==> src/rtl/syn_pkg.sv <==
// Shared types and constants for the STDP weight updater.
//   ADDR_W / WEIGHT_W / DT_W : synapse address, weight and spike-time-difference widths
//   stdp_state_t             : updater FSM states
//   weight_t / calc_t        : unsigned weight and the two-bit-wider signed working type
//   clamp()                  : saturate a signed working value into [0, wmax]
package syn_pkg;

  localparam int unsigned ADDR_W   = 7;
  localparam int unsigned WEIGHT_W = 8;
  localparam int unsigned DT_W     = 8;

  typedef enum logic [2:0] {
    StIdle,
    StRd,
    StWait,
    StCalc,
    StWr,
    StDone
  } stdp_state_t;

  typedef logic        [WEIGHT_W-1:0] weight_t;
  typedef logic signed [WEIGHT_W+1:0] calc_t;

  function automatic weight_t clamp(input calc_t v, input int unsigned wmax);
    calc_t hi;
    hi = calc_t'(wmax);
    if (v < calc_t'(0)) begin
      return '0;
    end else if (v > hi) begin
      return hi[WEIGHT_W-1:0];
    end
    return v[WEIGHT_W-1:0];
  endfunction

endpackage

==> src/rtl/syn_stdp_updater_if.sv <==
// Bundle of the updater's request, memory and completion signals.
//   req_*  : update request handshake (synapse index, direction, dt)
//   mem_*  : synapse memory port (single en strobe qualified by ren / wen)
//   upd_*  : completion pulse with the old and new weight
// Modports: master = the updater (drives the memory bus), slave = its environment.
interface syn_stdp_updater_if;

  logic                          req_valid;
  logic                          req_ready;
  logic [syn_pkg::ADDR_W-1:0]    req_addr;
  logic                          req_pot;
  logic [syn_pkg::DT_W-1:0]      req_dt;

  logic                          mem_en;
  logic                          mem_ren;
  logic                          mem_wen;
  logic [syn_pkg::ADDR_W-1:0]    mem_addr;
  logic [31:0]                   mem_wdata;
  logic [syn_pkg::WEIGHT_W-1:0]  mem_rdata;

  logic                          upd_done;
  logic [syn_pkg::WEIGHT_W-1:0]  upd_old;
  logic [syn_pkg::WEIGHT_W-1:0]  upd_new;

  modport master (
    input  req_valid, req_addr, req_pot, req_dt, mem_rdata,
    output req_ready, mem_en, mem_ren, mem_wen, mem_addr, mem_wdata,
    output upd_done, upd_old, upd_new
  );

  modport slave (
    output req_valid, req_addr, req_pot, req_dt, mem_rdata,
    input  req_ready, mem_en, mem_ren, mem_wen, mem_addr, mem_wdata,
    input  upd_done, upd_old, upd_new
  );

endinterface

==> src/rtl/syn_stdp_lfsr.sv <==
// 16-bit Fibonacci LFSR (taps 16,14,13,11), seeded with 16'hACE1 on reset and advancing
// every cycle. Only exists when SYN_STDP_STOCHASTIC_EN is defined.
//   clk : clock
//   rst : synchronous reset, active-low
//   out : current LFSR state
`ifdef SYN_STDP_STOCHASTIC_EN
module syn_stdp_lfsr (
  input  logic        clk,
  input  logic        rst,
  output logic [15:0] out
);

  always_ff @(posedge clk) begin
    if (!rst) begin
      out <= 16'hACE1;
    end else begin
      out <= {out[14:0], out[15] ^ out[13] ^ out[12] ^ out[10]};
    end
  end

endmodule
`endif

==> src/rtl/syn_stdp_updater.sv <==
// STDP read-modify-write initiator for the synapse weight table. Accepts one request,
// reads the addressed weight, applies a decayed and saturated delta, and writes it back
// (write skipped when the weight would not change). Requests with dt >= WINDOW complete
// one cycle after accept without touching memory.
//   clk : clock
//   rst : synchronous reset, active-low
//   bus : syn_stdp_updater_if.master (request, memory port, completion)
// Build option SYN_STDP_STOCHASTIC_EN: gate each in-window update on an LFSR draw
// (lfsr[7:0] < P_UPD); rejected draws keep the old weight but still complete.
module syn_stdp_updater
  import syn_pkg::*;
#(
  parameter int unsigned RD_LAT  = 2,
  parameter int unsigned A_PLUS  = 16,
  parameter int unsigned A_MINUS = 12,
  parameter int unsigned TAU_SH  = 2,
  parameter int unsigned WINDOW  = 64,
  parameter int unsigned WMAX    = 255
) (
  input logic                  clk,
  input logic                  rst,
  syn_stdp_updater_if.master   bus
);

  stdp_state_t       state_q;
  logic [7:0]        wait_cnt_q;
  logic              pot_q;
  logic [DT_W-1:0]   dt_q;
  weight_t           old_w_q;

  logic [DT_W-1:0]   dt_sh;
  logic [2:0]        shift;
  calc_t             amp;
  calc_t             delta;
  calc_t             sum;
  weight_t           new_w;
  logic              apply;

`ifdef SYN_STDP_STOCHASTIC_EN
  localparam logic [7:0] P_UPD = 8'd128;

  logic [15:0] lfsr;
  logic        unused_lfsr_hi;

  syn_stdp_lfsr u_lfsr (
    .clk (clk),
    .rst (rst),
    .out (lfsr)
  );

  assign apply          = (lfsr[7:0] < P_UPD);
  assign unused_lfsr_hi = ^lfsr[15:8];
`else
  assign apply = 1'b1;
`endif

  // Weight arithmetic runs two bits wider and signed so both overflow past WMAX and
  // underflow below zero are visible to the clamp.
  always_comb begin
    dt_sh = dt_q >> TAU_SH;
    shift = (dt_sh > DT_W'(7)) ? 3'd7 : dt_sh[2:0];
    amp   = pot_q ? calc_t'(A_PLUS) : calc_t'(A_MINUS);
    delta = amp >> shift;
    sum   = pot_q ? ($signed({2'b00, old_w_q}) + delta) : ($signed({2'b00, old_w_q}) - delta);
    new_w = apply ? clamp(sum, WMAX) : old_w_q;
  end

  always_ff @(posedge clk) begin
    if (!rst) begin
      state_q       <= StIdle;
      wait_cnt_q    <= '0;
      pot_q         <= 1'b0;
      dt_q          <= '0;
      old_w_q       <= '0;
      bus.req_ready <= 1'b1;
      bus.mem_en    <= 1'b0;
      bus.mem_ren   <= 1'b0;
      bus.mem_wen   <= 1'b0;
      bus.mem_addr  <= '0;
      bus.mem_wdata <= '0;
      bus.upd_done  <= 1'b0;
      bus.upd_old   <= '0;
      bus.upd_new   <= '0;
    end else begin
      unique case (state_q)
        StIdle: begin
          if (bus.req_valid && bus.req_ready) begin
            pot_q         <= bus.req_pot;
            dt_q          <= bus.req_dt;
            bus.mem_addr  <= bus.req_addr;
            bus.req_ready <= 1'b0;
            if (bus.req_dt >= DT_W'(WINDOW)) begin
              state_q      <= StDone;
              bus.upd_done <= 1'b1;
              bus.upd_old  <= '0;
              bus.upd_new  <= '0;
            end else begin
              state_q     <= StRd;
              bus.mem_en  <= 1'b1;
              bus.mem_ren <= 1'b1;
            end
          end
        end
        StRd: begin
          bus.mem_en  <= 1'b0;
          bus.mem_ren <= 1'b0;
          wait_cnt_q  <= '0;
          state_q     <= StWait;
        end
        StWait: begin
          // Read data is valid in the last of the RD_LAT wait cycles.
          if (wait_cnt_q == 8'(RD_LAT - 1)) begin
            old_w_q <= bus.mem_rdata;
            state_q <= StCalc;
          end else begin
            wait_cnt_q <= wait_cnt_q + 8'd1;
          end
        end
        StCalc: begin
          bus.upd_old <= old_w_q;
          bus.upd_new <= new_w;
          if (new_w != old_w_q) begin
            state_q       <= StWr;
            bus.mem_en    <= 1'b1;
            bus.mem_wen   <= 1'b1;
            bus.mem_wdata <= {4{new_w}};
          end else begin
            state_q      <= StDone;
            bus.upd_done <= 1'b1;
          end
        end
        StWr: begin
          bus.mem_en   <= 1'b0;
          bus.mem_wen  <= 1'b0;
          bus.upd_done <= 1'b1;
          state_q      <= StDone;
        end
        StDone: begin
          bus.upd_done  <= 1'b0;
          bus.req_ready <= 1'b1;
          state_q       <= StIdle;
        end
        default: begin
          state_q <= StIdle;
        end
      endcase
    end
  end

endmodule

==> src/flat_wrapper.sv <==
// flat-port wrapper written by rule: the top's interface ports become plain ports
module syn_stdp_updater_flat import syn_pkg::*;
#(
  parameter int unsigned RD_LAT  = 2,
  parameter int unsigned A_PLUS  = 16,
  parameter int unsigned A_MINUS = 12,
  parameter int unsigned TAU_SH  = 2,
  parameter int unsigned WINDOW  = 64,
  parameter int unsigned WMAX    = 255
)
  (clk, rst, bus_req_valid, bus_req_addr, bus_req_pot, bus_req_dt, bus_mem_rdata, bus_req_ready, bus_mem_en, bus_mem_ren, bus_mem_wen, bus_mem_addr, bus_mem_wdata, bus_upd_done, bus_upd_old, bus_upd_new);
  syn_stdp_updater_if bus_i ();
  input logic clk;
  input logic rst;
  input wire logic [$bits(bus_i.req_valid)-1:0] bus_req_valid;
  input wire logic [$bits(bus_i.req_addr)-1:0] bus_req_addr;
  input wire logic [$bits(bus_i.req_pot)-1:0] bus_req_pot;
  input wire logic [$bits(bus_i.req_dt)-1:0] bus_req_dt;
  input wire logic [$bits(bus_i.mem_rdata)-1:0] bus_mem_rdata;
  output wire logic [$bits(bus_i.req_ready)-1:0] bus_req_ready;
  output wire logic [$bits(bus_i.mem_en)-1:0] bus_mem_en;
  output wire logic [$bits(bus_i.mem_ren)-1:0] bus_mem_ren;
  output wire logic [$bits(bus_i.mem_wen)-1:0] bus_mem_wen;
  output wire logic [$bits(bus_i.mem_addr)-1:0] bus_mem_addr;
  output wire logic [$bits(bus_i.mem_wdata)-1:0] bus_mem_wdata;
  output wire logic [$bits(bus_i.upd_done)-1:0] bus_upd_done;
  output wire logic [$bits(bus_i.upd_old)-1:0] bus_upd_old;
  output wire logic [$bits(bus_i.upd_new)-1:0] bus_upd_new;
  assign bus_i.req_valid = bus_req_valid;
  assign bus_i.req_addr = bus_req_addr;
  assign bus_i.req_pot = bus_req_pot;
  assign bus_i.req_dt = bus_req_dt;
  assign bus_i.mem_rdata = bus_mem_rdata;
  assign bus_req_ready = bus_i.req_ready;
  assign bus_mem_en = bus_i.mem_en;
  assign bus_mem_ren = bus_i.mem_ren;
  assign bus_mem_wen = bus_i.mem_wen;
  assign bus_mem_addr = bus_i.mem_addr;
  assign bus_mem_wdata = bus_i.mem_wdata;
  assign bus_upd_done = bus_i.upd_done;
  assign bus_upd_old = bus_i.upd_old;
  assign bus_upd_new = bus_i.upd_new;
  syn_stdp_updater #(.RD_LAT(RD_LAT), .A_PLUS(A_PLUS), .A_MINUS(A_MINUS), .TAU_SH(TAU_SH), .WINDOW(WINDOW), .WMAX(WMAX)) u_core (.clk(clk), .rst(rst), .bus(bus_i));
endmodule
==> config.mk <==
export PLATFORM = sky130hd
export DESIGN_NAME = syn_stdp_updater_flat
export DESIGN_NICKNAME = d
export VERILOG_FILES = /design/src/rtl/syn_pkg.sv /design/src/rtl/syn_stdp_updater_if.sv /design/src/rtl/syn_stdp_lfsr.sv /design/src/rtl/syn_stdp_updater.sv /design/src/flat_wrapper.sv
export SDC_FILE = /design/constraint.sdc
export NUM_CORES = 1
export LEC_CHECK = 0
export CAP_MARGIN = 20
export CORE_MARGIN = 2
export CORE_UTILIZATION = 37
export DETAILED_ROUTE_END_ITERATION = 10
export SLEW_MARGIN = 10
export SYNTH_ARGS = -nofsm -noshare
export SYNTH_HDL_FRONTEND = slang
export SYNTH_SLANG_ARGS = --single-unit
==> constraint.sdc <==
create_clock -name clk -period 7.15 [get_ports clk]
set_input_delay 1.7875 -clock clk [delete_from_list [all_inputs] [get_ports clk]]
set_output_delay 1.7875 -clock clk [all_outputs]
set_load 0.01 [all_outputs]
==> summary.md <==
| Metric | Value |
|---|---|
| R2r setup slk | 1.46 ns |
| Layout area overhead | 25.0% |
| Async S/R FF share, synth | 0% |
| Cts bufs inserted | 9 |
| Area of the multi-input gates | 1940 um2 |
| Worst-Skew Late Latency | 0.34 ns |
| Actual slew at the worst max-slew pin | 0.961 ns |
| Post-synthesis sequential area ratio | 35.5% |
| Initial antenna violation count | 0 |
| Max Slew Vio Count | 0 |
| Critical path, cell by cell | or3_1, or2_2, inv_1, ha_1, nor2b_1, a21oi_1, nor2_1, inv_1, ha_1, nor2b_1, ha_1, nand2_1, o21ai_0, ha_1, a2111oi_0, o21ai_0, o21ai_0, mux2_2, or4_1, o31ai_1, o22ai_1, o21a_1 |
| Setup violators final | 0 |
| Via count | 3099 |
| Worst path bufs/invs | 2 |
| WP data required | 7.38 ns |
| Cells after synthesis | 428 |
| DR iter-0 viols | 90 |
| Number of synthesis warnings | 0 |
| Area contributors post-synth | dfxtp_1 35%, nor2_1 6.4%, nand2_1 5.5% |
| M1 WL | 4050 um |
| Run status | complete, no violations |
| Die X | 101 um |
| NetSw | 0.636 mW |
| Clk slew on worst S/H paths | 0.07 ns |
| First-pass GRT wire length | 14200 um |
| Peak supply drop | 138 uV |
| Fin crit period | 5.69 ns |
| Crit path capture type | flip-flop |
| Core area | 9200 um2 |
| Critical Path End | u_core.bus.mem_en$_SDFFE_PN0P_ |
| Number of distinct library cells after synthesis | 61 |
| GR Util All Layers | 17.4% |
| Vias per inst | 5.22 |
| WS Path Type | reg -> reg |
| Worst Clk Skew | 0.0108 ns |
| Largest net degree at the start of global routing | 43 |
| Crit-path slowest cell | or4_1 |
| Crit path max fanout | 11 |
| CP arrival | 5.92 ns |
| Cell Area, Synth | 3500 um2 |
| WL final | 8580 um |
| Final antenna-violating net count | 0 |
| # nets final | 520 |
| Worst Setup Start Kind | flip-flop |
| Rows | 35 |
| Period utilization | 79.6% |
| Power consumption | 1.48 mW |
| CTS Root Cell | clkbuf_8 |
| Final hold violation count | 0 |
| Combinational share of power | 53.3% |
| Met3 WL | 470 um |
| PostCTS Resize Cnt | 0 |
| Slew margin rel. | 35.9% |
| Setup TNS Final | 0 ns |
| Fmax | 0.176 GHz |
| Post-synthesis sequential element count | 62 |
| Inserted Diodes | 0 |
| FF-to-FF Start | u_core.dt_q[7]$_SDFFE_PN0P_ |
| CP delay by family, top | simple AND/OR/NAND/NOR gates |
| H-tree Lvls | 3 |
| Max clock buf depth | 2 |
| R2R depth | 22 |
| # IOs | 87 |
| Share of power burned in registers | 28.7% |
| RSZ-0062 raised after global routing | false |
| Top Metal Used | met4 |
| Hold_buf cts | 0 |
| Starting Density | 38.1% |
| IO Port Bufs | 84 |
| Vias in the first global route | 2935 |
| Placed wire-length estimate | 6290 um |
| Stages on worst setup path | 22 |
| Sw frac | 42.9% |
| Grt total ovfl | 0 |
| Clock Sinks | 62 |
| Synth Net Count | 470 |
| Internal power | 0.847 mW |
| Post-CTS setup buffers | 0 |
| Syn_area_per_cell | 8.18 um2 |
| Most used cell along the critical path | ha_1 |
| Critical path origin | u_core.dt_q[7]$_SDFFE_PN0P_ |
| CTS tree | done |
| Die ar. | 10300 um2 |
| Routed WL per cell | 14.4 um |
| Worst hold path class | reg -> reg |
| PwrDens | 339 nW/um2 |
| Synth top cells by count | 62 x dfxtp_1, 60 x nor2_1, 51 x nand2_1 |
| Routed wl met2 | 3920 um |
| Clock share of power | 17.9% |
| EDFF count, synth | 0 |
| RD Place Congestion | 0.837 |
| Cell leakage power | 1.70 nW |
| Cell taking the most area after synthesis | dfxtp_1 |
| Worst r2r dst | u_core.bus.mem_en$_SDFFE_PN0P_ |
| Top cell type's share of synthesized area | 35.5% |
| Most frequent cell after synthesis | dfxtp_1 |
| Drt first pass iters | 4 |
| Die H | 101 um |
| Layout cells sized above 1 | 5.59% |
| Max-cap violations | 0 |
| FILL cells | 895 |
| # DRC | 0 |
| Register Area | 1240 um2 |
| Slowest stage delay, CP | 0.53 ns |
| Top_reg_cell synth | dfxtp_1 |
## kinds of logic (layout without fill, tap and decap cells)
family,count (synthesis),count (layout),synth area share (%)
buf+inv,57,112,9.18
simple gates,157,157,20.7
xor+xnor,14,14,3.50
fa+ha+maj,15,15,5.58
compound gates,109,109,21.6
flops,62,62,35.5
mux,14,14,4.07
## layout by cell type, fill, tap and decap left out, types with 5 or more instances in the layout
cell / Yosys / routed
xor2_1: 8 / 8
a22oi_1: 11 / 11
inv_1: 10 / 10
a21oi_1: 31 / 31
ha_1: 14 / 14
and2_1: 6 / 6
nor2_1: 60 / 60
dfxtp_1: 62 / 62
nor3_1: 8 / 8
xnor2_1: 6 / 6
nand2_1: 51 / 51
o22ai_1: 9 / 9
a21o_1: 5 / 5
mux2i_1: 12 / 12
clkdlybuf4s50_1: 0 / 84
nand2b_1: 5 / 5
o21ai_0: 13 / 13
clkbuf_8: 0 / 10
## layer usage
metal / track usage, % / up-vias
met5: 0 / -
met2: 27.7 / 85
li1: - / 1579
met4: 6.13 / 0
met1: 22.8 / 1421
met3: 4.76 / 14
## power by group through the flow
stage	Combinational (mW)	Clock, mW	Sequential, mW
global route	0.877	0.294	0.433
floorplan	0.617	0	0.420
detailed placement	0.785	0	0.433
finish	0.791	0.266	0.426
global placement	0.778	0	0.432
CTS	0.790	0.276	0.426
## state kept, by name, summed over array words and instances (netlist names)
name / cells
u_core.bus.mem_wdata: 8
u_core.bus.upd_new: 8
u_core.bus.upd_old: 8
u_core.old_w_q: 8
u_core.wait_cnt_q: 8
u_core.bus.mem_addr: 7
u_core.dt_q: 6
u_core.state_q: 3
u_core.bus.mem_en: 1
u_core.bus.mem_ren: 1
u_core.bus.mem_wen: 1
u_core.bus.req_ready: 1
u_core.bus.upd_done: 1
u_core.pot_q: 1
## worst min-delay path, cell delays in order (launching register included)
cell and delay (ns):
dfxtp_1 0.31, nand2_1 0.05, a21oi_1 0.05
## how the worst min path moves through the flow
stage | start | cells after the start | end | slack, ns
after floorplan | u_core.dt_q[6]$_SDFFE_PN0P_ | 2 | u_core.dt_q[6]$_SDFFE_PN0P_ | 0.43
after global placement | u_core.dt_q[2]$_SDFFE_PN0P_ | 2 | u_core.dt_q[2]$_SDFFE_PN0P_ | 0.44
after detailed placement | u_core.dt_q[6]$_SDFFE_PN0P_ | 2 | u_core.dt_q[6]$_SDFFE_PN0P_ | 0.45
after CTS | u_core.dt_q[6]$_SDFFE_PN0P_ | 2 | u_core.dt_q[6]$_SDFFE_PN0P_ | 0.46
after global routing | u_core.bus.mem_addr[2]$_SDFFE_PN0P_ | 2 | u_core.bus.mem_addr[2]$_SDFFE_PN0P_ | 0.47
final | u_core.dt_q[6]$_SDFFE_PN0P_ | 2 | u_core.dt_q[6]$_SDFFE_PN0P_ | 0.45
## cell type report
type                            instances  area share, %
Clock buffer                           12           3.32
Inverter                               11          0.944
Timing Repair Buffer                   85           19.4
Sequential cell                        62           28.4
Tap cell                              111           3.17
Multi-Input combinational cell        309           44.3
Clock inverter                          4          0.515
## per-stage QoR
stage | std cells | instance area (um2) | setup slack [ns] | hold WS, ns | utilization, %
5_1_grt | 594 | 4380 | 1.04 | 0.470 | 47.6
3_3_place_gp | 578 | 4210 | 1.54 | 0.440 | 45.8
6_report | 594 | 4380 | 1.46 | 0.453 | 47.6
2_1_floorplan | 428 | 3500 | 2.21 | 0.431 | -
4_1_cts | 594 | 4380 | 1.44 | 0.456 | 47.6
3_5_place_dp | 578 | 4210 | 1.52 | 0.446 | 45.8
(Power assumes the default switching activity.)
